[config.mk]
export PLATFORM = sky130hd
export DESIGN_NAME = conv_out_writer_param_3_flat
export DESIGN_NICKNAME = d
export VERILOG_FILES = /design/src/rtl/conv_out_writer_param_3_if.sv /design/src/rtl/conv_out_writer_param_3.sv /design/src/flat_wrapper.sv
export SDC_FILE = /design/constraint.sdc
export NUM_CORES = 1
export LEC_CHECK = 0
export ABC_AREA = 1
export CAP_MARGIN = 20
export CORE_MARGIN = 3
export CORE_UTILIZATION = 53
export CTS_CLUSTER_DIAMETER = 100
export DETAILED_ROUTE_END_ITERATION = 12
export GPL_ROUTABILITY_DRIVEN = 0
export PLACE_DENSITY_LB_ADDON = 0.3
export RECOVER_POWER = 100
export SLEW_MARGIN = 5
export SYNTH_ARGS = -nofsm -noshare
export SYNTH_HDL_FRONTEND = slang
export SYNTH_SLANG_ARGS = --single-unit
[constraint.sdc]
create_clock -name clock -period 10.2 [get_ports clock]
set_input_delay 1.53 -clock clock [delete_from_list [all_inputs] [get_ports clock]]
set_output_delay 1.53 -clock clock [all_outputs]
set_load 0.1 [all_outputs]
[src/rtl/conv_out_writer_param_3_if.sv]
// ---------------------------------------------------------------------------
// conv_out_writer_param_3_if
// Bus between the layer-3 conv control path and the output-feature writer.
//   Control side (master drives): enable, start, result_valid, accum_result_all
//   Memory side (slave drives)  : out_feature_addr/data/wren/rden,
//                                 busy, write_done, overflow
// Map m of a group sits at accum_result_all[m*ACC_WIDTH +: ACC_WIDTH].
// ---------------------------------------------------------------------------
interface conv_out_writer_param_3_if #(
    parameter int DATA_WIDTH     = 16,
    parameter int ACC_WIDTH      = 32,
    parameter int NUM_ONEMULT    = 4,
    parameter int OUT_ADDR_WIDTH = 10
);
    logic                              enable;
    logic                              start;
    logic                              result_valid;
    logic [ACC_WIDTH*NUM_ONEMULT-1:0]  accum_result_all;
    logic [OUT_ADDR_WIDTH-1:0]         out_feature_addr;
    logic [DATA_WIDTH-1:0]             out_feature_data;
    logic                              out_feature_wren;
    logic                              out_feature_rden;
    logic                              busy;
    logic                              write_done;
    logic                              overflow;

    modport master (
        output enable, start, result_valid, accum_result_all,
        input  out_feature_addr, out_feature_data, out_feature_wren,
               out_feature_rden, busy, write_done, overflow
    );

    modport slave (
        input  enable, start, result_valid, accum_result_all,
        output out_feature_addr, out_feature_data, out_feature_wren,
               out_feature_rden, busy, write_done, overflow
    );
endinterface

[src/rtl/conv_out_writer_param_3.sv]
// ---------------------------------------------------------------------------
// conv_out_writer_param_3
// Captures each finished accumulator group (NUM_ONEMULT maps, one pixel each),
// converts every value (ReLU, arithmetic shift, saturation) and writes them one
// per cycle into the output-feature memory, map-major:
//   addr = map_idx * OUT_FEATURE_WIDTH^2 + pixel_cnt
// Ports:
//   clock  - rising-edge clock
//   reset  - asynchronous, active-high
//   bus    - conv_out_writer_param_3_if.slave (handshake, write port, status)
// Status: busy while a group is being written, write_done (sticky) once every
// pixel of every map is stored, overflow (sticky) when a group had to be dropped.
// ---------------------------------------------------------------------------
module conv_out_writer_param_3 #(
    parameter int DATA_WIDTH        = 16,
    parameter int ACC_WIDTH         = 32,
    parameter int NUM_ONEMULT       = 4,
    parameter int OUT_FEATURE_WIDTH = 8,
    parameter int FRAC_SHIFT        = 8,
    parameter int OUT_ADDR_WIDTH    = 10
) (
    input  logic                       clock,
    input  logic                       reset,
    conv_out_writer_param_3_if.slave   bus
);

    localparam int PIXELS = OUT_FEATURE_WIDTH * OUT_FEATURE_WIDTH;
    localparam int MAP_W  = (NUM_ONEMULT > 1) ? $clog2(NUM_ONEMULT) : 1;
    localparam int PIX_W  = $clog2(PIXELS + 1);

    localparam logic [MAP_W-1:0]            LAST_MAP = MAP_W'(NUM_ONEMULT - 1);
    localparam logic [PIX_W-1:0]            LAST_PIX = PIX_W'(PIXELS - 1);
    localparam logic signed [ACC_WIDTH-1:0] SAT_MAX  = ACC_WIDTH'((2 ** (DATA_WIDTH - 1)) - 1);

    typedef enum logic [1:0] {
        S_IDLE,
        S_WAIT,
        S_WRITE,
        S_DONE
    } state_t;

    state_t                           r_state;
    logic [MAP_W-1:0]                 r_map_idx;
    logic [PIX_W-1:0]                 r_pixel_cnt;
    logic [ACC_WIDTH*NUM_ONEMULT-1:0] r_capture;
    logic [OUT_ADDR_WIDTH-1:0]        r_addr;
    logic [DATA_WIDTH-1:0]            r_data;
    logic                             r_wren;
    logic                             r_write_done;
    logic                             r_overflow;

    logic                             w_valid;
    logic signed [ACC_WIDTH-1:0]      w_acc;
    logic signed [ACC_WIDTH-1:0]      w_shifted;
    logic [DATA_WIDTH-1:0]            w_data;
    logic [OUT_ADDR_WIDTH-1:0]        w_addr;

    // A result_valid only counts while the control path runs and we are enabled.
    assign w_valid   = bus.result_valid & bus.start & bus.enable;

    assign w_acc     = r_capture[int'(r_map_idx) * ACC_WIDTH +: ACC_WIDTH];
    assign w_shifted = w_acc >>> FRAC_SHIFT;
    assign w_addr    = OUT_ADDR_WIDTH'(int'(r_map_idx) * PIXELS + int'(r_pixel_cnt));

    always_comb begin
        // NOTE: default assignment first so every path drives w_data (no latch).
        w_data = '0;
        if (w_acc[ACC_WIDTH-1]) begin
            w_data = '0;                             // ReLU
        end else if (w_shifted > SAT_MAX) begin
            w_data = SAT_MAX[DATA_WIDTH-1:0];        // positive saturation
        end else begin
            w_data = w_shifted[DATA_WIDTH-1:0];
        end
    end

    always_ff @(posedge clock or posedge reset) begin
        if (reset) begin
            // NOTE: the capture register is reset like any other state; it is a
            // plain register bank, not a RAM, so the reset costs nothing special.
            r_state      <= S_IDLE;
            r_map_idx    <= '0;
            r_pixel_cnt  <= '0;
            r_capture    <= '0;
            r_addr       <= '0;
            r_data       <= '0;
            r_wren       <= 1'b0;
            r_write_done <= 1'b0;
            r_overflow   <= 1'b0;
        end else begin
            // NOTE: non-blocking assignments throughout, so every branch sees the
            // pre-edge state (old capture is written while the new one is latched).
            r_wren <= 1'b0;

            if (r_state == S_DONE) begin
                r_write_done <= 1'b1;
            end

            if (bus.enable) begin
                case (r_state)
                    S_IDLE: begin
                        if (bus.start) begin
                            r_state <= S_WAIT;
                        end
                    end

                    S_WAIT: begin
                        if (w_valid) begin
                            r_capture <= bus.accum_result_all;
                            r_map_idx <= '0;
                            r_state   <= S_WRITE;
                        end
                    end

                    S_WRITE: begin
                        r_wren <= 1'b1;
                        r_addr <= w_addr;
                        r_data <= w_data;
                        if (r_map_idx == LAST_MAP) begin
                            r_map_idx   <= '0;
                            r_pixel_cnt <= r_pixel_cnt + PIX_W'(1);
                            if (r_pixel_cnt == LAST_PIX) begin
                                r_state <= S_DONE;
                            end else if (w_valid) begin
                                // Back-to-back group: stay in WRITE, restart at map 0.
                                r_capture <= bus.accum_result_all;
                            end else begin
                                r_state <= S_WAIT;
                            end
                        end else begin
                            r_map_idx <= r_map_idx + MAP_W'(1);
                            if (w_valid) begin
                                // No room for a second group: drop it, flag it.
                                r_overflow <= 1'b1;
                            end
                        end
                    end

                    S_DONE: begin
                    end

                    default: r_state <= S_IDLE;
                endcase
            end
        end
    end

    assign bus.out_feature_addr = r_addr;
    assign bus.out_feature_data = r_data;
    assign bus.out_feature_wren = r_wren;
    assign bus.out_feature_rden = 1'b0;
    assign bus.busy             = (r_state == S_WRITE);
    assign bus.write_done       = r_write_done;
    assign bus.overflow         = r_overflow;

endmodule
[src/flat_wrapper.sv]
// flat-port wrapper written by rule: the top's interface ports become plain ports
module conv_out_writer_param_3_flat 
#(
    parameter int DATA_WIDTH        = 16,
    parameter int ACC_WIDTH         = 32,
    parameter int NUM_ONEMULT       = 4,
    parameter int OUT_FEATURE_WIDTH = 8,
    parameter int FRAC_SHIFT        = 8,
    parameter int OUT_ADDR_WIDTH    = 10
)
  (clock, reset, bus_enable, bus_start, bus_result_valid, bus_accum_result_all, bus_out_feature_addr, bus_out_feature_data, bus_out_feature_wren, bus_out_feature_rden, bus_busy, bus_write_done, bus_overflow);
  conv_out_writer_param_3_if #(.DATA_WIDTH(DATA_WIDTH), .ACC_WIDTH(ACC_WIDTH), .NUM_ONEMULT(NUM_ONEMULT), .OUT_ADDR_WIDTH(OUT_ADDR_WIDTH)) bus_i ();
  input  logic clock;
  input  logic reset;
  input wire logic [$bits(bus_i.enable)-1:0] bus_enable;
  input wire logic [$bits(bus_i.start)-1:0] bus_start;
  input wire logic [$bits(bus_i.result_valid)-1:0] bus_result_valid;
  input wire logic [$bits(bus_i.accum_result_all)-1:0] bus_accum_result_all;
  output wire logic [$bits(bus_i.out_feature_addr)-1:0] bus_out_feature_addr;
  output wire logic [$bits(bus_i.out_feature_data)-1:0] bus_out_feature_data;
  output wire logic [$bits(bus_i.out_feature_wren)-1:0] bus_out_feature_wren;
  output wire logic [$bits(bus_i.out_feature_rden)-1:0] bus_out_feature_rden;
  output wire logic [$bits(bus_i.busy)-1:0] bus_busy;
  output wire logic [$bits(bus_i.write_done)-1:0] bus_write_done;
  output wire logic [$bits(bus_i.overflow)-1:0] bus_overflow;
  assign bus_i.enable = bus_enable;
  assign bus_i.start = bus_start;
  assign bus_i.result_valid = bus_result_valid;
  assign bus_i.accum_result_all = bus_accum_result_all;
  assign bus_out_feature_addr = bus_i.out_feature_addr;
  assign bus_out_feature_data = bus_i.out_feature_data;
  assign bus_out_feature_wren = bus_i.out_feature_wren;
  assign bus_out_feature_rden = bus_i.out_feature_rden;
  assign bus_busy = bus_i.busy;
  assign bus_write_done = bus_i.write_done;
  assign bus_overflow = bus_i.overflow;
  conv_out_writer_param_3 #(.DATA_WIDTH(DATA_WIDTH), .ACC_WIDTH(ACC_WIDTH), .NUM_ONEMULT(NUM_ONEMULT), .OUT_FEATURE_WIDTH(OUT_FEATURE_WIDTH), .FRAC_SHIFT(FRAC_SHIFT), .OUT_ADDR_WIDTH(OUT_ADDR_WIDTH)) u_core (.clock(clock), .reset(reset), .bus(bus_i));
endmodule
After elaboration in Yosys (flattened, before gate mapping)
Cells that the tools add are included.
- register bits: 168
- input port bits: 133
- output and inout port bits: 31
- logic and storage cells: 53
- add/subtract/negate cells: 3
- $lt $le $gt $ge: 1
- equality and inequality tests: 10
- shifts and indexed selects: 1
- mux-type cells: 17
- bitwise operators: 3
- reductions and logical operators: 9
- operator list (operator ; number):
    two-way mux 128 bit ; 3
    one-hot mux 128 bit (2 select lines) ; 1
    variable part select 128 x 8 -> 32 bit ; 1
    two-way mux 16 bit ; 2
    > comparator 24 x 16 -> 1 bit, second input constant ; 1
    two-way mux 2 bit ; 7
    adder 8 x 7 -> 9 bit ; 1
    AND reduction 4 bit ; 2
    adder 7 x 1 -> 7 bit, second input constant ; 1
    == test 7 x 6 -> 1 bit, second input constant ; 1
    == test 2 bit, second input constant ; 3
    one-hot mux 2 bit (3 select lines) ; 1
    AND reduction 3 bit ; 2
    AND reduction 6 bit ; 1
    inequality test 2 x 1 -> 1 bit, second input constant ; 2
    inequality test 2 bit, second input constant ; 2
    one-hot mux 2 bit (2 select lines) ; 1
    inequality test 3 bit, second input constant ; 1
    nonzero test 3 bit ; 1
    adder 2 x 1 -> 2 bit, second input constant ; 1
    AND 1 bit ; 2
    == test 2 x 1 -> 1 bit, second input constant ; 1
    logical NOT 2 bit ; 1
    two-way mux 1 bit ; 2
    other kinds (3) ; 3

Logic depth before layout (Yosys ltp)
Gate-level depths: netlist of run 1.
- word-level depth: 6
- mapped depth: 11
- gate-level depth less buffers: 9

Worst setup path before layout of run 1
OpenSTA, ideal clock, no wires.
- kind: flip-flop to output port
- start point: register u_core.r_state[0]
- end point: output port bus_busy
- data arrival time: 1.425 ns
- required time: 8.670 ns
- slack: 7.245 ns
- stages on the path, launching flop included: 3
- path buffers: 0
- cells stage by stage: dfrtp_1 -> inv_1 -> ha_1
- word-level cells in the longest chain between the ends: 1
- RTL lines (item ; RTL line ; text):
    start: declaration ; conv_out_writer_param_3.sv:42 ; state_t r_state;
    start signal: assignment ; conv_out_writer_param_3.sv:81 ; r_state <= S_IDLE;
    start signal: assignment ; conv_out_writer_param_3.sv:103 ; r_state <= S_WAIT;
    start signal: assignment ; conv_out_writer_param_3.sv:111 ; r_state <= S_WRITE;
    == test 2 bit ; conv_out_writer_param_3.sv:152 ; assign bus.busy = (r_state == S_WRITE);
    end: declaration ; flat_wrapper.sv:23 ; output wire logic [$bits(bus_i.busy)-1:0] bus_busy;
Every way passes these cells.

Worst setup path after layout of run 1
- start point: input port bus_enable
- end point: register u_core.r_capture[61]
- word-level cells in the longest chain between the ends: 5
- elaborated cells on any way between the ends: 6
- classes of those cells: 4 x mux; 1 x bitwise; 1 x reduce/logical
- RTL lines (item ; RTL line ; text):
    start: declaration ; flat_wrapper.sv:15 ; input wire logic [$bits(bus_i.enable)-1:0] bus_enable;
    AND 1 bit ; conv_out_writer_param_3.sv:59 ; assign w_valid = bus.result_valid & bus.start & bus.enable;
    two-way mux 128 bit (3 in a row) ; n/a ;
    one-hot mux 128 bit (2 select lines) ; n/a ;
    end signal: assignment ; conv_out_writer_param_3.sv:109 ; r_capture <= bus.accum_result_all;
    end signal: assignment ; conv_out_writer_param_3.sv:126 ; r_capture <= bus.accum_result_all;
    end: declaration ; conv_out_writer_param_3.sv:45 ; logic [ACC_WIDTH*NUM_ONEMULT-1:0] r_capture;
Parallel ways exist; a longest one is shown, timed or not. The select of a mux whose other input is x is not followed.
A chain may end at the register's enable or synchronous reset.

==> results of run 1 <==
## layer usage
layer  vias up  part of all wire (%)  GRT usage (%)
met3        25                   5.6           4.77
met2       164                    50           39.0
met1      2567                    43           31.6
li1       2639                     -              -
met5         -                     0              0
met4         0                   1.8           7.04
## state kept, by name, summed over array words and instances, names as in the netlist
| name | count |
|---|---|
| u_core.bus.overflow | 1 |
| u_core.bus.out_feature_data | 16 |
| u_core.r_pixel_cnt | 7 |
| u_core.bus.out_feature_addr | 9 |
| u_core.bus.write_done | 1 |
| u_core.r_map_idx | 2 |
| u_core.bus.out_feature_wren | 1 |
| u_core.r_state | 2 |
| u_core.r_capture | 96 |
## stage by stage
stage | setup slack [ns] | instances | total power (uW)
global route | 4.01 | 1049 | 2820
CTS | 6.16 | 1049 | 2700
finish | 4.55 | 1049 | 2660
global placement | 6.08 | 1018 | 2020
detailed placement | 6.01 | 1018 | 2060
floorplan | 5.06 | 784 | 1790
## layout make-up
type,count,share of cell area (%)
Timing Repair Buffer,133,16.1
Multi-Input combinational cell,484,27.5
Inverter,123,5.65
Clock inverter,12,1.85
Sequential cell,135,41.2
Clock buffer,19,5.53
Tap cell,143,2.18
## synthesized netlist by cell type, types with 2 or more instances
cell type / instances / area [sq um]
nand2_1: 260 / 976
dfrtp_1: 135 / 3380
ha_1: 9 / 113
nand3b_1: 2 / 15.0
clkbuf_1: 3 / 11.3
o21ai_1: 91 / 455
nor2_1: 17 / 63.8
buf_2: 9 / 45.0
nand3_1: 43 / 215
buf_1: 2 / 7.51
o21ai_0: 16 / 80.1
buf_4: 11 / 82.6
nand4_1: 17 / 106
nor2_4: 3 / 33.8
inv_2: 3 / 11.3
inv_1: 120 / 450
or2_2: 3 / 18.8
xor2_1: 6 / 52.6
nand2_2: 4 / 25.0
nand2_4: 2 / 22.5
buf_6: 17 / 191
## power groups by stage
stage / Combinational (uW) / Clock, uW / Sequential, uW
after floorplan: 581 / 0 / 1210
after global placement: 1120 / 0 / 903
after detailed placement: 1150 / 0 / 916
after CTS: 1160 / 631 / 912
after global routing: 1230 / 657 / 939
final: 1120 / 623 / 914
## critical path, cell delays in order
cell           delay, ns
dlygate4sd3_1       0.59
a21boi_0            0.20
nand4_4             0.15
clkbuf_1            2.22
buf_4               0.93
o21ai_0             0.19
## worst paths after layout
path / start / end / slack [ns]
worst max-delay path: bus_enable / u_core.r_capture[61]$_DFFE_PP0P_ / 4.55
worst min-delay path: u_core.bus.write_done$_DFFE_PP0N_ / u_core.bus.write_done$_DFFE_PP0N_ / 0.46
worst max register to register: u_core.r_map_idx[1]$_DFFE_PP0P_ / u_core.r_capture[61]$_DFFE_PP0P_ / 5.08
worst min register to register: u_core.bus.write_done$_DFFE_PP0N_ / u_core.bus.write_done$_DFFE_PP0N_ / 0.46
max in group asynchronous: reset / u_core.r_capture[63]$_DFFE_PP0P_ / 5.80
min in group asynchronous: reset / u_core.r_capture[75]$_DFFE_PP0P_ / 2.55
## kinds of logic (layout without fill, tap and decap cells)
family,Yosys count,after routing,share of synthesized area (%)
other,1,2,0.0582
buffers and inverters,165,287,12.4
adders and majority gates,9,9,1.75
and+or+nand+nor,355,355,23.6
AOI/OAI and AO/OA,112,112,8.93
xor gates and xnor gates,6,6,0.815
DFF,135,135,52.4
## cell usage in the layout (no fill, tap or decap), types with 3 or more instances in the layout
cell,count
o21ai_0,104
ha_1,9
or2_2,3
bufinv_16,3
nand3_1,43
dfrtp_1,135
buf_4,3
clkinv_2,3
clkbuf_16,17
o21ai_1,3
nand2_1,262
inv_1,120
dlygate4sd3_1,31
xor2_1,6
nand4_1,17
clkdlybuf4s50_1,98
nor2_1,18
nand2_2,3
clkinvlp_4,5
==> results.py, run 1 <==
metrics = {
    "floorplan": {
        "coreArea_sq_um": 11700,
        "die-height_um": 116,
        "die_x_um": 116,
        "die_area_sq_um": 13500,
        "start_util_pct": 55.3,
        "io_pins": 164,
        "fp-row-count": 39,
    },
    "drt": {
        "drtAntennaViolNets": 0,
        "dr.pass1.iters": 4,
        "drc": 0,
        "drtIter0Drc": 405,
        "via_per_inst": 5.14,
        "num_vias": 5395,
        "wl_per_cell_um": 14.5,
        "wirelength_um": 15200,
    },
    "cts": {
        "cts_htree_levels": 4,
        "clock-root-buffer": "clkbuf_16",
        "cts_buffer_depth": 2,
        "hold_buffers": 0,
        "path_clk_slew_ns": 0.06,
        "cts_tree": "yes",
        "postCtsSetupRepairBufs": 0,
        "numCtsBuffers": 17,
        "cts_sinks": 135,
        "clk_latency_ns": 0.41,
        "ctsResizeCount": 0,
    },
    "global_routing": {
        "grt_max_degree": 101,
        "grt_pass1_wl_um": 24900,
        "gr-usage-all-layers_pct": 23.6,
        "antenna_found_initial": 0,
        "first_global_vias": 5237,
        "overflow": 0,
    },
    "power": {
        "ir_drop_mv": 0.124,
        "power.leakage_uw": 0.00425,
        "switchingPower_uw": 1180,
        "internal_power_uw": 1480,
        "seqPwrFrac_pct": 34.4,
        "powerDensity_nw_per_um2": 324,
        "clkPwrFrac_pct": 23.4,
        "combPwrFrac_pct": 42.1,
        "switching_share_pct": 44.5,
    },
    "logic_synthesis": {
        "yosys_warnings": 0,
        "yosysUniqueCellTypes": 31,
        "synth-seq-area-share_pct": 52.4,
        "synth_async_sr_flop_share_pct": 100,
        "postSynthAreaPerCell_sq_um": 8.23,
        "syn_inst": 783,
        "netlist_area_sq_um": 6440,
        "synth-seq-cells": 135,
        "ys.flop_type": "dfrtp_1",
        "synth_edf_count": 0,
    },
    "critical_path": {
        "arrival_ns": 5.91,
        "crit_fanout": 100,
        "worst_ep_required_time_ns": 10.45,
        "crit_type": "primary input to flip-flop",
        "worstRegToRegCells": 7,
        "start_kind": "primary input",
        "end_kind": "flip-flop",
    },
    "final_layout": {
        "area_growth_pct": 27.1,
        "nets": 1036,
        "drive_gt1_share_pct": 5.63,
        "postLayoutCoreUtil_pct": 70.2,
        "seq_area_sq_um": 3380,
        "nFillCells": 910,
        "antenna_cells": 0,
        "stdcell_area_sq_um": 8190,
        "multiInputGateArea_sq_um": 2250,
    },
    "timing": {
        "slew_headroom_pct": -123,
        "finalHoldWorstSlack_ns": 0.463,
        "rsz0062_at_grt": "false",
        "max_freq_ghz": 0.177,
        "fin_crit_sh_pct": 55.4,
        "fin_crit_ns": 5.65,
        "tns_ns": 0,
        "clock_skew_ns": 0.00731,
        "hold_viol_final": 0,
        "worst_pin_slew_ns": 3.33,
        "setup_viol": 0,
        "final-max-slew-violation-count": 172,
    },
    "flow_run": {
        "max_cap_viol_count": 2,
    },
    "outcome": {
        "violations": "capacitance limit, slew limit",
        "status": "finished, violations left",
    },
    "place": {
        "dp_hpwl_um": 10200,
        "placed_area_sq_um": 7620,
        "portBuffers": 129,
    },
    "min_path": {
        "min_path_type": "flip-flop to flip-flop",
        "holdPathStages": 1,
    },
}
No activity file was read; power rests on OpenSTA's default activity.
==> run 2: changes to the inputs <==
--- a/config.mk
+++ b/config.mk
@@ -8,7 +8,7 @@
 export ABC_AREA = 1
 export CAP_MARGIN = 20
 export CORE_MARGIN = 3
-export CORE_UTILIZATION = 53
+export CORE_UTILIZATION = 45
 export CTS_CLUSTER_DIAMETER = 100
 export DETAILED_ROUTE_END_ITERATION = 12
 export GPL_ROUTABILITY_DRIVEN = 0
==> constraint.sdc (replaced) <==
create_clock -name clock -period 5.2 [get_ports clock]
set_input_delay 0.78 -clock clock [delete_from_list [all_inputs] [get_ports clock]]
set_output_delay 0.78 -clock clock [all_outputs]
set_load 0.1 [all_outputs]
==> run 2 against run 1 <==
Against the previous run:
- worst setup slack worse by 3.0 ns
- highest routed layer unchanged
- design area is 0.44% lower
- largest cell class unchanged
- the run still ends with capacitance limit, slew limit left
- critical path depth is 1 higher
==> results.py, run 2 (synthesis gave the netlist of run 1 again) <==
metrics = {
    "global_routing": {
        "overflow": 0,
        "grt_max_degree": 193,
        "use_met2_pct": 30.2,
        "first_global_vias": 4948,
        "antenna_found_initial": 0,
        "grt_pass1_wl_um": 24500,
        "grt_most_used_layer": "met2",
        "grtUsageMet1_pct": 26.6,
        "gr-usage-all-layers_pct": 19.6,
        "use_met3_pct": 5.60,
    },
    "critical_path": {
        "end_kind": "flip-flop",
        "worst_ep_required_time_ns": 5.52,
        "crit_fanout": 192,
        "crit_type": "flip-flop to flip-flop",
        "arrival_ns": 3.98,
        "start_kind": "flip-flop",
    },
    "timing": {
        "setup_viol": 0,
        "fin_crit_ns": 3.66,
        "worst_pin_slew_ns": 2.26,
        "tns_ns": 0,
        "final-max-slew-violation-count": 152,
        "hold_viol_final": 0,
        "max_freq_ghz": 0.273,
        "clock_skew_ns": 0.00709,
        "finalHoldWorstSlack_ns": 0.461,
        "slew_headroom_pct": -51.0,
        "rsz0062_at_grt": "false",
        "fin_crit_sh_pct": 70.4,
    },
    "power": {
        "powerDensity_nw_per_um2": 613,
        "switchingPower_uw": 2250,
        "seqPwrFrac_pct": 35.1,
        "internal_power_uw": 2760,
        "clkPwrFrac_pct": 20.8,
        "combPwrFrac_pct": 44.1,
        "switching_share_pct": 44.9,
        "ir_drop_mv": 0.287,
        "power.leakage_uw": 0.00423,
    },
    "drt": {
        "wirelength_um": 14700,
        "wl_per_cell_um": 13.6,
        "dr.pass1.iters": 5,
        "via_per_inst": 4.72,
        "num_vias": 5116,
        "drtAntennaViolNets": 0,
        "drtIter0Drc": 324,
        "drc": 0,
    },
    "final_layout": {
        "area_growth_pct": 26.5,
        "antenna_cells": 0,
        "regMostFlops": "u_core.r_capture",
        "multiInputGateArea_sq_um": 2250,
        "seq_area_sq_um": 3380,
        "stdcell_area_sq_um": 8160,
        "drive_gt1_share_pct": 4.87,
        "nets": 1036,
        "nFillCells": 1283,
        "fin_cells": 1084,
        "postLayoutCoreUtil_pct": 58.5,
        "largest_reg_flops": 96,
        "final_common_cell": "nand2_1",
        "final_cell_mix": "nand2_1 (262), dfrtp_1 (135), inv_1 (121), o21ai_0 (105), clkdlybuf4s50_1 (99)",
    },
    "flow_run": {
        "max_cap_viol_count": 2,
    },
    "cts": {
        "ctsResizeCount": 0,
        "hold_buffers": 0,
        "clock-root-buffer": "clkbuf_16",
        "postCtsSetupRepairBufs": 0,
        "cts_htree_levels": 4,
        "path_clk_slew_ns": 0.05,
        "clk_latency_ns": 0.42,
        "numCtsBuffers": 17,
        "cts_buffer_depth": 2,
        "cts_sinks": 135,
        "cts_tree": "yes",
    },
    "min_path": {
        "min_path_type": "flip-flop to flip-flop",
    },
    "floorplan": {
        "die_x_um": 126,
        "start_util_pct": 46.3,
        "die_area_sq_um": 15800,
        "coreArea_sq_um": 13900,
        "io_pins": 164,
        "fp-row-count": 43,
        "die-height_um": 126,
    },
    "place": {
        "portBuffers": 129,
        "placed_area_sq_um": 7670,
        "dp_cells": 1055,
        "dp_hpwl_um": 10100,
    },
    "outcome": {
        "violations": "capacitance limit, slew limit",
        "status": "finished, violations left",
    },
}
run 2: changes by cell type in the layout (fill, tap and decap cells not counted), sizes merged:
cell,previous run,this run
bufinv,3,0
clkbuf,20,25
clkdlybuf4s50,98,99
clkinv,3,5
clkinvlp,6,1
dlygate4sd3,31,30
inv,123,122
run 2: cell type report:
| cell class | instances | share of cell area (%) |
|---|---|---|
| clock inverters | 5 | 0.307 |
| repair buffers | 133 | 16.3 |
| clock buffers | 24 | 5.91 |
| flip-flops and latches | 135 | 41.4 |
| inverters | 123 | 5.71 |
| multi-input cells | 484 | 27.6 |
| well taps | 180 | 2.76 |
run 2: per-stage QoR:
stage	setup slack, ns	power, uW
final	1.54	5000
after global routing	1.32	5360
after CTS	1.83	5120
after detailed placement	2.30	4060
after global placement	2.34	4010
after floorplan	0.809	3520
run 2: layer usage:
metal / wire (um) / vias to the layer above
met5: 0 / -
met4: 299 / 0
met3: 961 / 20
met2: 6880 / 147
met1: 6550 / 2310
li1: - / 2639
run 2: critical path: stages, from the launching register on:
cell and delay (ns):
dfrtp_1 0.35, clkbuf_1 1.47, ha_1 0.42, inv_1 0.10
a21boi_0 0.37, nand4_4 0.15, buf_12 0.25, o21ai_0 0.31
run 2: worst paths after layout:
check	start	endpoint	slack [ns]	cells after the start
min	u_core.bus.write_done$_DFFE_PP0N_	u_core.bus.write_done$_DFFE_PP0N_	0.46	1
min reg2reg	u_core.bus.write_done$_DFFE_PP0N_	u_core.bus.write_done$_DFFE_PP0N_	0.46	1
max reg2reg	u_core.r_map_idx[0]$_DFFE_PP0P_	u_core.r_capture[78]$_DFFE_PP0P_	1.54	7
max	u_core.r_map_idx[0]$_DFFE_PP0P_	u_core.r_capture[78]$_DFFE_PP0P_	1.54	7
max in group asynchronous	reset	u_core.r_capture[93]$_DFFE_PP0P_	2.37	3
min in group asynchronous	reset	u_core.r_capture[83]$_DFFE_PP0P_	1.51	2
run 2: power by group through the flow:
stage | combinational (uW) | clock (uW) | sequential [uW]
finish | 2200 | 1040 | 1750
global placement | 2270 | 0 | 1750
CTS | 2300 | 1060 | 1760
global route | 2440 | 1110 | 1810
floorplan | 1140 | 0 | 2380
detailed placement | 2300 | 0 | 1770
==> run 3: changes to the inputs <==
--- a/config.mk
+++ b/config.mk
@@ -8,7 +8,7 @@
 export ABC_AREA = 1
 export CAP_MARGIN = 20
 export CORE_MARGIN = 3
-export CORE_UTILIZATION = 45
+export CORE_UTILIZATION = 49
 export CTS_CLUSTER_DIAMETER = 100
 export DETAILED_ROUTE_END_ITERATION = 12
 export GPL_ROUTABILITY_DRIVEN = 0
==> constraint.sdc (replaced) <==
create_clock -name clock -period 3.77 [get_ports clock]
set_input_delay 0.5655 -clock clock [delete_from_list [all_inputs] [get_ports clock]]
set_output_delay 0.5655 -clock clock [all_outputs]
set_load 0.1 [all_outputs]
==> run 3 against run 2 <==
Against the previous run:
- the run still ends with capacitance limit, slew limit left
- global-route usage increased by 1.4 points
- combinational power grew 39%
- sequential share of layout area decreased by 0.62 points
- clock skew barely moved
- critical path depth is 4 lower
- worst setup slack lost 0.51 ns
- design area is 1.5% higher
- critical path type is now flip-flop to primary output
- critical endpoint is now bus_busy
- largest cell class unchanged
- largest power group unchanged
==> results.py, run 3 (synthesis gave the netlist of run 1 again) <==
metrics = {
    "critical_path": {
        "end_kind": "primary output",
        "cp_num_buf_inv": 2,
        "crit_fanout": 8,
        "worstRegToRegCells": 6,
        "crit_path_max_incr_delay_ns": 0.90,
        "crit_type": "flip-flop to primary output",
        "worst_ep_required_time_ns": 3.20,
        "cp_top_family": "buffers and inverters",
        "start_kind": "flip-flop",
        "cpMaxStageDelayCell": "clkbuf_1",
        "path_depth": 3,
        "cp_cell_sequence": "inv_1, ha_1, clkbuf_1",
        "arrival_ns": 2.17,
    },
    "floorplan": {
        "start_util_pct": 50.7,
        "die_area_sq_um": 14600,
        "die_x_um": 121,
        "coreArea_sq_um": 12700,
        "fp-row-count": 41,
        "die-height_um": 121,
        "io_pins": 164,
    },
    "cts": {
        "path_clk_slew_ns": 0.06,
        "cts_sinks": 135,
        "cts_tree": "yes",
        "hold_buffers": 0,
        "cts_buffer_depth": 2,
        "cts_htree_levels": 4,
        "ctsResizeCount": 0,
        "clock-root-buffer": "clkbuf_16",
        "numCtsBuffers": 17,
        "clk_latency_ns": 0.42,
        "postCtsSetupRepairBufs": 0,
    },
    "timing": {
        "tns_ns": 0,
        "clock_skew_ns": 0.00718,
        "setup_viol": 0,
        "fin_crit_ns": 2.74,
        "rsz0062_at_grt": "false",
        "fin_crit_sh_pct": 72.6,
        "finalHoldWorstSlack_ns": 0.460,
        "hold_viol_final": 0,
        "worst_pin_slew_ns": 1.85,
        "max_freq_ghz": 0.365,
        "final-max-slew-violation-count": 136,
        "worst_slack_ns": 1.03,
        "slew_headroom_pct": -23.3,
    },
    "drt": {
        "drtIter0Drc": 403,
        "num_vias": 5229,
        "wirelength_um": 14800,
        "drtAntennaViolNets": 0,
        "dr.pass1.iters": 5,
        "drc": 0,
        "via_per_inst": 4.84,
        "wl_per_cell_um": 13.7,
    },
    "final_layout": {
        "area_growth_pct": 28.5,
        "nets": 1038,
        "nFillCells": 1130,
        "largest_reg_flops": 96,
        "regMostFlops": "u_core.r_capture",
        "multiInputGateArea_sq_um": 2260,
        "final_cell_mix": "nand2_1 (261), dfrtp_1 (135), inv_1 (120), o21ai_0 (104), clkdlybuf4s50_1 (99)",
        "drive_gt1_share_pct": 5.84,
        "seq_area_sq_um": 3380,
        "antenna_cells": 0,
        "postLayoutCoreUtil_pct": 65.1,
        "final_common_cell": "nand2_1",
    },
    "outcome": {
        "status": "finished, violations left",
        "violations": "capacitance limit, slew limit",
    },
    "min_path": {
        "holdPathStages": 1,
        "min_path_type": "flip-flop to flip-flop",
    },
    "place": {
        "portBuffers": 129,
        "dp_hpwl_um": 9770,
        "dp_slack_ns": 1.20,
    },
    "power": {
        "powerDensity_nw_per_um2": 880,
        "power.leakage_uw": 0.00431,
        "ir_drop_mv": 0.398,
    },
    "global_routing": {
        "grt_pass1_wl_um": 23500,
        "grt_max_degree": 136,
        "first_global_vias": 4705,
        "overflow": 0,
        "antenna_found_initial": 0,
        "gr-usage-all-layers_pct": 21.1,
    },
    "flow_run": {
        "max_cap_viol_count": 1,
    },
}
run 3: worst paths after layout:
check                                             startpoint                                    endpoint  slack, ns
setup reg to reg               u_core.r_state[0]$_DFFE_PP0P_  u_core.bus.out_feature_data[9]$_DFFE_PP0P_       1.04
setup / recovery               u_core.r_state[0]$_DFFE_PP0P_                                    bus_busy       1.03
hold reg to reg            u_core.bus.write_done$_DFFE_PP0N_           u_core.bus.write_done$_DFFE_PP0N_       0.46
min in group asynchronous                              reset  u_core.bus.out_feature_addr[0]$_DFFE_PP0P_       1.25
hold / removal             u_core.bus.write_done$_DFFE_PP0N_           u_core.bus.write_done$_DFFE_PP0N_       0.46
max in group asynchronous                              reset            u_core.r_capture[74]$_DFFE_PP0P_       1.28
run 3: worst register-to-register path: stages, from the launching register on:
cell and delay, ns:
dfrtp_1 0.42, inv_1 0.10, ha_1 0.34, nand2_1 0.62, nor2_1 0.95, nand2_1 0.16, nand2_1 0.09
run 3: where the power goes:
| group | internal (uW) | switching, uW | total, uW |
|---|---|---|---|
| clock network | 1200 | 598 | 1800 |
| logic | 849 | 2210 | 3060 |
| registers | 2080 | 345 | 2430 |
| total | 4130 | 3150 | 7280 |
run 3: per-stage QoR:
| step | area [sq um] | total power, uW | std cells |
|---|---|---|---|
| floorplan | 6450 | 4850 | 784 |
| global placement | 7680 | 5540 | 1049 |
| detailed placement | 7680 | 5600 | 1049 |
| CTS | 8310 | 7420 | 1080 |
| global route | 8280 | 7750 | 1080 |
| finish | 8280 | 7280 | 1080 |
run 3: final cells by class:
type	count	share of cell area, %
Clock buffer	21	5.56
Tap cell	172	2.60
Clock inverter	10	2.12
Timing Repair Buffer	135	16.0
Multi-Input combinational cell	484	27.3
Inverter	123	5.62
Sequential cell	135	40.8
run 3: layer usage:
metal / part of all wire, % / GRT usage [%] / vias to the layer above
met3: 4.8 / 6.92 / 10
met4: 0.90 / 4.67 / 0
li1: - / - / 2647
met2: 49 / 32.6 / 123
met1: 46 / 29.0 / 2449
met5: 0 / 0 / -
